==> src/rtl/fpu_pkg.sv <==
// Shared types and constants for the FP multiplier front end.
package fpu_pkg;

    typedef struct packed {
        logic        sign;
        logic [7:0]  exp;
        logic [22:0] frac;
    } fp32_t;

    typedef enum logic [2:0] {ZERO, NORMAL, DENORMAL, INF, NAN} fp_class_t;

    typedef enum logic [1:0] {ST_IDLE, ST_ISSUE, ST_WAIT, ST_RESP} disp_state_t;

    localparam logic [31:0] QUIET_NAN = 32'h7fffffff;
    localparam logic [7:0]  EXP_MAX   = 8'hff;
    localparam int unsigned MODE_W    = 7;

endpackage

==> src/rtl/fp_classify.sv <==
// Combinational IEEE-754 single classifier; optionally flushes denormals to signed zero.
module fp_classify
    import fpu_pkg::*;
#(
    parameter bit FLUSH_DENORMALS = 1'b1
) (
    input  fp32_t     op_i,
    output fp_class_t cls_c_o,
    output fp32_t     op_c_o
);

    always_comb begin
        cls_c_o = NORMAL;
        op_c_o  = op_i;
        if (op_i.exp == EXP_MAX) begin
            cls_c_o = (op_i.frac == '0) ? INF : NAN;
        end else if (op_i.exp == '0) begin
            if (op_i.frac == '0) begin
                cls_c_o = ZERO;
            end else begin
                cls_c_o = DENORMAL;
                if (FLUSH_DENORMALS) op_c_o.frac = '0;
            end
        end
    end

endmodule

==> src/rtl/fp_mul_dispatch.sv <==
// FP multiplier front end: captures an operand pair, issues it to the multiplier,
// waits for the result under a timeout and returns it on a valid/ready port.
module fp_mul_dispatch
    import fpu_pkg::*;
#(
    parameter bit          FLUSH_DENORMALS = 1'b1,
    parameter int unsigned TIMEOUT_CYCLES  = 16
) (
    input  logic              clk_i,
    input  logic              rst_i,
    input  logic              req_valid_i,
    output logic              req_ready_o,
    input  logic [31:0]       x_i,
    input  logic [31:0]       y_i,
    input  logic [MODE_W-1:0] rounding_mode_i,
    output logic              mul_data_ready_o,
    output logic [MODE_W-1:0] mul_rounding_mode_o,
    output logic              x_sign_o,
    output logic              y_sign_o,
    output logic [7:0]        x_exp_o,
    output logic [7:0]        y_exp_o,
    output logic [22:0]       x_frac_o,
    output logic [22:0]       y_frac_o,
    output logic              x_infinity_o,
    output logic              y_infinity_o,
    output logic              x_nan_o,
    output logic              y_nan_o,
    input  logic              mul_data_valid_i,
    input  logic [31:0]       mul_z_i,
    input  logic              mul_invalid_i,
    input  logic              mul_overflow_i,
    output logic              resp_valid_o,
    input  logic              resp_ready_i,
    output logic [31:0]       z_o,
    output logic              except_invalid_operation_o,
    output logic              except_overflow_o,
    output logic              except_denormal_o,
    output logic              except_timeout_o
);

    localparam int unsigned      CNT_W    = $clog2(TIMEOUT_CYCLES);
    localparam logic [CNT_W-1:0] CNT_LAST = CNT_W'(TIMEOUT_CYCLES - 1);

    disp_state_t      state_q, state_d;
    logic [CNT_W-1:0] cnt_q;
    fp32_t            x_q, y_q;
    logic [MODE_W-1:0] mode_q;
    logic             x_inf_q, y_inf_q, x_nan_q, y_nan_q, den_q;
    logic [31:0]      z_q;
    logic             inv_q, ovf_q, tmo_q;
    logic             req_ready_q, req_ready_d;
    logic             strobe_q, strobe_d;
    logic             resp_valid_q, resp_valid_d;

    fp_class_t        x_cls_c, y_cls_c;
    fp32_t            x_flush_c, y_flush_c;
    logic             take_req_c, mul_done_c, timeout_c, resp_done_c;

    fp_classify #(.FLUSH_DENORMALS(FLUSH_DENORMALS)) u_cls_x (
        .op_i    (x_i),
        .cls_c_o (x_cls_c),
        .op_c_o  (x_flush_c)
    );

    fp_classify #(.FLUSH_DENORMALS(FLUSH_DENORMALS)) u_cls_y (
        .op_i    (y_i),
        .cls_c_o (y_cls_c),
        .op_c_o  (y_flush_c)
    );

    assign take_req_c  = (state_q == ST_IDLE) && req_valid_i;
    assign mul_done_c  = (state_q == ST_WAIT) && mul_data_valid_i;
    assign timeout_c   = (state_q == ST_WAIT) && !mul_data_valid_i && (cnt_q == CNT_LAST);
    assign resp_done_c = (state_q == ST_RESP) && resp_ready_i;

    always_ff @(posedge clk_i) begin
        if (rst_i) state_q <= ST_IDLE;
        else       state_q <= state_d;
    end

    always_comb begin
        state_d = state_q;
        unique case (state_q)
            ST_IDLE:  if (take_req_c) state_d = ST_ISSUE;
            ST_ISSUE: state_d = ST_WAIT;
            ST_WAIT:  if (mul_done_c || timeout_c) state_d = ST_RESP;
            ST_RESP:  if (resp_done_c) state_d = ST_IDLE;
            default:  state_d = ST_IDLE;
        endcase
    end

    // Handshake outputs are registered, so decode them from the next state.
    always_comb begin
        req_ready_d  = 1'b0;
        strobe_d     = 1'b0;
        resp_valid_d = 1'b0;
        unique case (state_d)
            ST_IDLE:  req_ready_d  = 1'b1;
            ST_ISSUE: strobe_d     = 1'b1;
            ST_RESP:  resp_valid_d = 1'b1;
            default:  ;
        endcase
    end

    always_ff @(posedge clk_i) begin
        if (rst_i) begin
            req_ready_q  <= 1'b1;
            strobe_q     <= 1'b0;
            resp_valid_q <= 1'b0;
            cnt_q        <= '0;
            x_q          <= '0;
            y_q          <= '0;
            mode_q       <= '0;
            x_inf_q      <= 1'b0;
            y_inf_q      <= 1'b0;
            x_nan_q      <= 1'b0;
            y_nan_q      <= 1'b0;
            den_q        <= 1'b0;
            z_q          <= '0;
            inv_q        <= 1'b0;
            ovf_q        <= 1'b0;
            tmo_q        <= 1'b0;
        end else begin
            req_ready_q  <= req_ready_d;
            strobe_q     <= strobe_d;
            resp_valid_q <= resp_valid_d;
            if (take_req_c) begin
                x_q     <= x_flush_c;
                y_q     <= y_flush_c;
                mode_q  <= rounding_mode_i;
                x_inf_q <= (x_cls_c == INF);
                y_inf_q <= (y_cls_c == INF);
                x_nan_q <= (x_cls_c == NAN);
                y_nan_q <= (y_cls_c == NAN);
                den_q   <= (x_cls_c == DENORMAL) || (y_cls_c == DENORMAL);
            end
            if (state_q == ST_ISSUE)     cnt_q <= '0;
            else if (state_q == ST_WAIT) cnt_q <= cnt_q + CNT_W'(1);
            // Data arriving on the final count takes priority over the timeout.
            if (mul_done_c) begin
                z_q   <= mul_z_i;
                inv_q <= mul_invalid_i;
                ovf_q <= mul_overflow_i;
                tmo_q <= 1'b0;
            end else if (timeout_c) begin
                z_q   <= QUIET_NAN;
                inv_q <= 1'b1;
                ovf_q <= 1'b0;
                tmo_q <= 1'b1;
            end
        end
    end

    assign req_ready_o                = req_ready_q;
    assign mul_data_ready_o           = strobe_q;
    assign resp_valid_o               = resp_valid_q;
    assign mul_rounding_mode_o        = mode_q;
    assign x_sign_o                   = x_q.sign;
    assign y_sign_o                   = y_q.sign;
    assign x_exp_o                    = x_q.exp;
    assign y_exp_o                    = y_q.exp;
    assign x_frac_o                   = x_q.frac;
    assign y_frac_o                   = y_q.frac;
    assign x_infinity_o               = x_inf_q;
    assign y_infinity_o               = y_inf_q;
    assign x_nan_o                    = x_nan_q;
    assign y_nan_o                    = y_nan_q;
    assign z_o                        = z_q;
    assign except_invalid_operation_o = inv_q;
    assign except_overflow_o          = ovf_q;
    assign except_denormal_o          = den_q;
    assign except_timeout_o           = tmo_q;

endmodule
==> config.mk <==
export PLATFORM = sky130hd
export DESIGN_NAME = fp_mul_dispatch
export DESIGN_NICKNAME = d
export VERILOG_FILES = /design/src/rtl/fpu_pkg.sv /design/src/rtl/fp_classify.sv /design/src/rtl/fp_mul_dispatch.sv
export SDC_FILE = /design/constraint.sdc
export NUM_CORES = 1
export LEC_CHECK = 0
export ABC_AREA = 0
export BUFFER_PORTS_ARGS = -buffer_cell sky130_fd_sc_hd__buf_2
export CELL_PAD_IN_SITES_DETAIL_PLACEMENT = 0
export CELL_PAD_IN_SITES_GLOBAL_PLACEMENT = 1
export CORE_MARGIN = 2
export CORE_UTILIZATION = 30
export CTS_BUF_LIST = sky130_fd_sc_hd__clkbuf_4
export CTS_CLUSTER_DIAMETER = 50
export DETAILED_ROUTE_END_ITERATION = 16
export HOLD_SLACK_MARGIN = 0.03
export PLACE_DENSITY_LB_ADDON = 0.1
export SYNTH_ARGS = -nofsm -noshare
export SYNTH_HDL_FRONTEND = slang
export SYNTH_SLANG_ARGS = --single-unit
export TNS_END_PERCENT = 5
==> constraint.sdc <==
create_clock -name clk_i -period 2 [get_ports clk_i]
set_clock_uncertainty 0.2 [all_clocks]
set_input_delay 0.4 -clock clk_i [delete_from_list [all_inputs] [get_ports clk_i]]
set_output_delay 0.4 -clock clk_i [all_outputs]
set_load 0.05 [all_outputs]
; Word-level counts from Yosys, hierarchy flattened
; Index checks and enable logic that the tools add are counted.
[totals]
ff_bits = 120
in_bits = 110
output_inout_bits = 114
wordCells = 80
[op_classes]
n_addsub = 1
n_eq_ne = 14
mux = 27
n_reduce_logical = 17
[ops]
columns = cell, n
row1 = 23-bit 2-to-1 mux, 6
row2 = 32-bit 2-to-1 mux, 2
row3 = 23-bit zero test, 2
row4 = 3-bit 2-to-1 mux, 6
row5 = 8-bit == test (second input constant), 2
row6 = 8-bit zero test, 2
row7 = 3-bit by 2-bit == test with 1-bit output (second input constant), 4
row8 = 2-bit 2-to-1 mux, 5
row9 = 2-bit case mux with 4 select lines, 1
row10 = 1-bit 2-to-1 mux, 7
row11 = 2-bit == test (second input constant), 3
row12 = 3-bit == test (second input constant), 2
row13 = 1-bit logical AND, 5
row14 = 4-bit by 1-bit adder with 4-bit output (second input constant), 1
row15 = 2-bit by 1-bit == test with 1-bit output (second input constant), 2
row16 = 4-bit == test (second input constant), 1
row17 = 2-bit zero test, 2
row18 = 2-bit OR reduction, 2
row19 = 1-bit logical OR, 2
row20 = 2-bit nonzero test, 1
row21 = 1-bit zero test, 1

; Logic depth before layout (Yosys ltp)
; Gate-level depths: netlist of the first run.
[logic_depth]
depth_word = 8
depth_mapped = 6
mapped_depth_nobuf = 5

; Cells and area by module
; Synthesis of the first run repeated with hierarchy kept, for this count alone.
[hier_totals]
hier_cells = 569
area_unflattened_um2 = 4917.2
[by_module_without_submodules]
columns = module, instances, cells_per_inst, area_each_um2, seq_area_each_um2
row1 = fp_mul_dispatch, 1, 467, 4206.5, 2402.3
row2 = fp_classify, 2, 51, 355.3, 0.0

; Least setup slack after synthesis of the first run
; Ideal clock, no wire load.
[synth_path]
path_kind = input-to-reg
from = in y_i[27]
to = reg y_q, in the netlist y_frac_o[1]
setup_time_ns = 0.119
arrival_ns = 1.477
required_time_ns = 1.681
path_slack_ns = 0.204
stages = 5
path_buffers = 1
path_cell_list = nor4_1 nand2_1 a21oi_2 buf_6 o21ai_1
[synth_via]
elab_chain_len = 3
[synth_lines]
columns = element, line
row1 = start: declaration, fp_mul_dispatch.sv:14  ; input logic [31:0] y_i,
row2 = 8-bit zero test, fp_classify.sv:17  ; end else if (op_i.exp == '0) begin
row3 = 23-bit 2-to-1 mux, fp_classify.sv:17
row4 = 23-bit 2-to-1 mux (*), fp_classify.sv:15  ; if (op_i.exp == EXP_MAX) begin
row5 = end signal: assignment, fp_mul_dispatch.sv:129  ; y_q <= y_flush_c;
row6 = end: declaration, fp_mul_dispatch.sv:46  ; fp32_t x_q, y_q;
; Every way passes the cells marked *; elsewhere a longest branch is shown, timed or not.
; A chain may end at the register's enable or synchronous reset.

==> metrics.csv, run 1 <==
metric,value,unit
TritonCTS clock tree,built,
yosys warns,0,
final worst slack,0.0283,ns
Tightest Pin Transition,0.511,ns
via density per instance,4.75,
core box area,15200,sq um
Peak VDD IR,0.355,mV
fillers,1479,
most frequently used flop master after synthesis,dfxtp_1,
number of global-route vias before repair,5126,
first-pass GRT wire length,25000,microns
CP most frequent cell,dlygate4sd3_1,
CTS max path bufs,2,
Site Rows,45,
final number of max-transition violations,0,
final hold vios,0,
"EDFF count, synth",0,
Final HPWL DP,10600,microns
r2r setup slk,0.19,ns
Critical Path Start Type,primary input,
DRC viols,0,
Synth area leaders,"dfxtp_1, nand3b_1, nor2_1",
Fmax achieved,507,MHz
syn_nets,649,
WS Path Type,in2reg,
# IOs,224,
CTS root buf,clkbuf_4,
CP Buf/Inv Count,4,
Avg Inst Size Synth,8.67,sq um
Worst EP arrival,2.20,ns
Sink Count,120,
Pleak,3.38,nW
min cycle time layout,1.97,ns
max_cap viols,0,
DR iter-0 viols,194,
synth cell count leaders,"dfxtp_1, nor2_1, nand2_1",
pre-CTS WS,-0.248,ns
Yosys top cell by area,dfxtp_1,
GRT Total Usage,0.189,
largest net degree at the start of global routing,74,
die height,129,microns
critical path peak fanout,37,
endpoint class of the critical path,flip-flop,
DP Cell Count,938,
HP Class,in2reg,
drt pass-1 iters,5,
slowest CP cell,dlygate4sd3_1,
Starting Density,0.307,
Worst EP required,2.23,ns
clock-pin slew on the worst setup and hold paths,0.10,ns
die area,16600,sq um
"Seq/Total Area, Yosys",0.515,
H-tree Lvls,4,
Post-Synthesis Cells,538,
Slowest Stage Delay on Critical Path,0.56,ns
crit path cell chain,dlygate4sd3_1 -> buf_4 -> buf_16 -> a31oi_2 -> o31ai_1 -> dlygate4sd3_1,
Inserted Clock Buffers,17,
final WL,16100,microns
DIE WIDTH,129,microns
initial antenna violation count,2,
Finished Layout Cells,1083,
final net count,991,
Synth async-reset ratio,0,
area growth from synthesis to layout,62.1,%
outcome,"complete, no violations",
I/O Buffers,223,
Netlist Area Pre-Place,4670,sq um
share of layout cells above drive strength 1,0.342,
Synth Register Bits,120,
total grt overflow,0,
FF+latch area,2400,sq um
Setup Viol. Count Final,0,
Slew headroom,0.658,
vias,5149,
Routed Antenna Nets,0,
WL/cell,14.9,microns
final worst path period share,0.986,
area of the multi-input gates,2110,sq um
synth unique cells,43,
Pwr Density,772,nW/um^2
Worst-Skew Late Latency,0.53,ns
top-count cell post-synth,dfxtp_1,
Top delay family on crit path,buffers and inverters,
Placer Congestion,0.790,
top cell type's share of synthesized area,0.515,
## cell families (layout without fill, tap and decap cells)
logic type | count (synthesis) | after routing | share of synthesized area
fa+ha+maj | 1 | 1 | 0.00268
mux | 3 | 3 | 0.00644
xor+xnor | 1 | 1 | 0.00188
compound gates | 99 | 99 | 0.138
other cells | 0 | 2 | 0
flops | 120 | 120 | 0.515
buf+inv | 44 | 399 | 0.0416
simple gates | 270 | 270 | 0.294
## registers in the layout, summed over array words and instances, names as in the netlist
register / cells
cnt_q: 4
except_denormal_o: 1
except_invalid_operation_o: 1
except_overflow_o: 1
except_timeout_o: 1
mul_data_ready_o: 1
mul_rounding_mode_o: 7
req_ready_o: 1
resp_valid_o: 1
state_q: 2
x_exp_o: 8
x_frac_o: 23
x_infinity_o: 1
x_nan_o: 1
x_sign_o: 1
y_exp_o: 8
y_frac_o: 23
y_infinity_o: 1
y_nan_o: 1
y_sign_o: 1
z_o: 32
## tightest hold or removal path: stages
cell     delay [ns]
buf_2          0.11
nand4_1        0.08
nor4_1         0.07
a22o_1         0.17
## what timing repair did
| action | CTS | global route |
|---|---|---|
| setup buffers | 0 | 0 |
| setup endpoints to repair | 0 | 29 |
| hold buffers | 110 | 0 |
| endpoints found under the hold margin | 110 | 0 |
| resized for setup | 0 | 6 |
## routing by layer
layer	global-route usage	wire length (microns)	up-vias
met5	0	0	-
met3	0.0511	986	29
met4	0.0857	401	0
li1	-	-	2568
met1	0.227	7040	2382
met2	0.317	7680	170
## report_power, final
group	switching, mW	internal (mW)
Combinational	1.00	0.544
Sequential	0.0813	2.55
Clock	0.912	0.756
Total	1.99	3.85
## per-stage QoR
step                      hold WS (ns)  TNS (ns)  power, mW   util  instance area [sq um]
after floorplan                  0.292         0       3.59      -                   4670
after global placement           0.230     -3.86       4.04  0.404                   6140
after detailed placement         0.243     -4.57       4.05  0.404                   6140
after CTS                       0.0856         0       5.89  0.493                   7500
after global routing             0.126   -0.0193       6.14  0.498                   7560
final                            0.154         0       5.84  0.498                   7560
## layout make-up
type / count / area share
timing repair buffer: 365 / 0.337
sequential: 120 / 0.318
multi-input combinational: 374 / 0.279
tap: 188 / 0.0311
clock buffer: 20 / 0.0198
clock inverter: 12 / 0.0144
inverter: 2 / 0.000992
antenna: 2 / 0.000662
## placed cells by master (no fill, tap or decap), types with 2 or more instances in the layout
cell type and instances:
a211oi_1 2, clkinv_1 3, nand4_1 5, buf_4 27, nor4_2 2, o21ai_0 9
a32o_1 2, a21oi_1 31, nor2_4 2, o21ai_2 8, buf_2 222, o21a_1 2
inv_1 2, a32oi_1 2, mux2i_1 3, dlygate4sd3_1 110, clkbuf_4 20, a21oi_4 3
nand3b_1 56, nor3_1 34, buf_12 4, bufinv_16 2, dfxtp_1 120, a22oi_1 19
and4_1 2, diode_2 2, nand2_1 58, o21ai_1 12, clkinv_2 6, nor2_1 90
or4_1 4, nor4_1 10
## path summary, 6_finish.rpt
| kind | cells after the start | end | start |
|---|---|---|---|
| setup / recovery | 6 | req_ready_o$_SDFF_PP1_ | rst_i |
| hold / removal | 4 | x_nan_o$_SDFFE_PP0P_ | x_i[23] |
| setup reg to reg | 3 | x_infinity_o$_SDFFE_PP0P_ | state_q[1]$_SDFF_PP0_ |
| hold reg to reg | 2 | y_nan_o$_SDFFE_PP0P_ | y_nan_o$_SDFFE_PP0P_ |
Note: power is estimated with default switching activity, not from simulation.
==> run 2, diff against run 1 <==
Settings changed: SYNTH_HIERARCHICAL set to 1.
==> metrics.csv, run 2 <==
metric,value,unit
outcome,"complete, no violations",
Post-CTS Setup Bufs,0,
Fmax achieved,509,MHz
GRT Total Usage,0.180,
Sink Count,120,
crit path cell chain,dlygate4sd3_1 -> nor3_2 -> nand4_1 -> buf_4 -> o21bai_4 -> o41ai_2 -> nor3b_1 -> nor3_1 -> nor2_1,
clock-pin slew on the worst setup and hold paths,0.10,ns
FF+latch area,2400,sq um
Final HPWL DP,10600,microns
Critical Path Start Type,primary input,
Yosys top cell by area,dfxtp_1,
number of flip-flops in the largest register,32,
final hold vios,0,
Worst Reg-to-Reg Cells,4,
Hold Path Depth,3,
core box area,15900,sq um
die height,132,microns
synth unique cells,38,
Tightest Pin Transition,0.737,ns
WS Path Type,in2reg,
first-pass GRT wire length,25400,microns
largest net degree at the start of global routing,77,
Slowest Stage Delay on Critical Path,0.56,ns
final number of max-transition violations,0,
DP Area,6300,sq um
final worst slack,0.0367,ns
Slew headroom,0.507,
die area,17400,sq um
TritonCTS clock tree,built,
Finished Layout Cells,1123,
Setup Viol. Count Final,0,
endpoint class of the critical path,flip-flop,
via density per instance,4.60,
top-count cell post-synth,nand2_1,
Final Core Density,0.481,
"commonest non-fill, non-tap cell in the layout",buf_2,
Pleak,3.43,nW
synth cell count leaders,"nand2_1, dfxtp_1, a21oi_1",
Post-Synthesis Cells,569,
"EDFF count, synth",0,
WHS,0.108,ns
share of layout cells above drive strength 1,0.377,
final worst path period share,0.982,
CP Launch Point,y_i[14],
DP Cell Count,990,
Starting Density,0.308,
CTS max path bufs,2,
CTS root buf,clkbuf_4,
syn_nets,680,
"commonest non-fill, non-tap cells in the layout","buf_2, nand2_1, dfxtp_1",
Inserted Clock Buffers,17,
Netlist Area Pre-Place,4920,sq um
yosys warns,6,
area growth from synthesis to layout,56.1,%
"Seq/Total Area, Yosys",0.489,
Placer Congestion,0.786,
Avg Inst Size Synth,8.64,sq um
Worst EP arrival,2.18,ns
total grt overflow,0,
Peak VDD IR,0.365,mV
vias,5165,
final net count,1004,
H-tree Lvls,4,
Worst EP required,2.22,ns
area of the multi-input gates,2250,sq um
critical path peak fanout,2,
initial antenna violation count,1,
HP Class,in2reg,
setup TNS,0,ns
Synth Register Bits,120,
number of global-route vias before repair,5138,
FF-to-FF Start,cnt_q[0]$_SDFFE_PP0N_,
fillers,1614,
most frequently used flop master after synthesis,dfxtp_1,
top cell type's share of synthesized area,0.489,
WL/cell,14.0,microns
Worst-Skew Late Latency,0.52,ns
slowest CP cell,dlygate4sd3_1,
DR iter-0 viols,156,
hold endpoint,except_timeout_o$_SDFFE_PP0P_,
min cycle time layout,1.96,ns
pre-CTS WS,-0.308,ns
Routed Antenna Nets,0,
r2r setup slk,0.17,ns
Synth area leaders,"dfxtp_1, nand2_1, a21oi_1",
r2r endpoint,z_o[28]$_SDFFE_PP0P_,
Finished Cell Area,7670,sq um
Tot Pwr,5.80,mW
I/O Buffers,223,
final WL,15700,microns
DIE WIDTH,132,microns
HP Start,mul_data_valid_i,
DRC viols,0,
Site Rows,46,
Pwr Density,756,nW/um^2
Synth async-reset ratio,0,
drt pass-1 iters,6,
# IOs,224,
max_cap viols,0,
==> run 2: changes by cell type after synthesis, sizes merged, moves of 25 or more <==
cell and delta:
a21oi +44, nor2 -81, o221a +32, and2 +47, nand3b -56, nand2 +96
nor3 -26, o21ai -25
==> run 2: layout make-up <==
class,instances,share of cell area
sequential,120,0.313
multi-input combinational,390,0.293
inverter,1,0.000489
antenna,1,0.000326
clock buffer,18,0.0176
clock inverter,14,0.0174
tap,216,0.0352
timing repair buffer,363,0.323
==> run 2: worst max path at each step <==
stage | slack (ns) | end
floorplan | 0.009 | except_denormal_o$_SDFFE_PP0P_
global placement | -0.30 | except_denormal_o$_SDFFE_PP0P_
detailed placement | -0.31 | except_denormal_o$_SDFFE_PP0P_
CTS | 0.02 | except_denormal_o$_SDFFE_PP0P_
global route | -0.04 | y_nan_o$_SDFFE_PP0P_
finish | 0.04 | except_denormal_o$_SDFFE_PP0P_
==> run 2: cell families (layout without fill, tap and decap cells) <==
logic type / Yosys count / count (layout) / synth area share
AO/OA/AOI/OAI: 127 / 127 / 0.182
XOR/XNOR: 1 / 1 / 0.00178
adder cells (fa/ha/maj): 1 / 1 / 0.00254
buffers and inverters: 59 / 396 / 0.0695
flip-flops: 120 / 120 / 0.489
multiplexers: 1 / 1 / 0.00204
other: 0 / 1 / 0
AND/OR/NAND/NOR: 260 / 260 / 0.254
==> run 2: worst max-delay path, delay by kind of cell <==
family / cells / cell delay [ns]
buffers and inverters: 2 / 0.77
and+or+nand+nor: 5 / 0.77
AOI/OAI and AO/OA: 2 / 0.24
==> run 2: timing repair <==
action,CTS,global route
gates resized for setup,1,16
endpoints found under the hold margin,106,0
endpoints found under the setup margin,32,38
pin swaps,0,6
hold buffers,104,0
==> run 2: layer usage <==
metal  part of all wire  vias up  track usage
li1                   -     2597            -
met1               0.45     2382        0.220
met2               0.46      172        0.294
met3              0.079       14       0.0661
met4              0.012        0       0.0543
met5                  0        -            0
==> run 2: power by group <==
| group | switching, mW | internal [mW] |
|---|---|---|
| sequential | 0.0724 | 2.55 |
| combinational | 0.980 | 0.522 |
| clock | 0.946 | 0.736 |
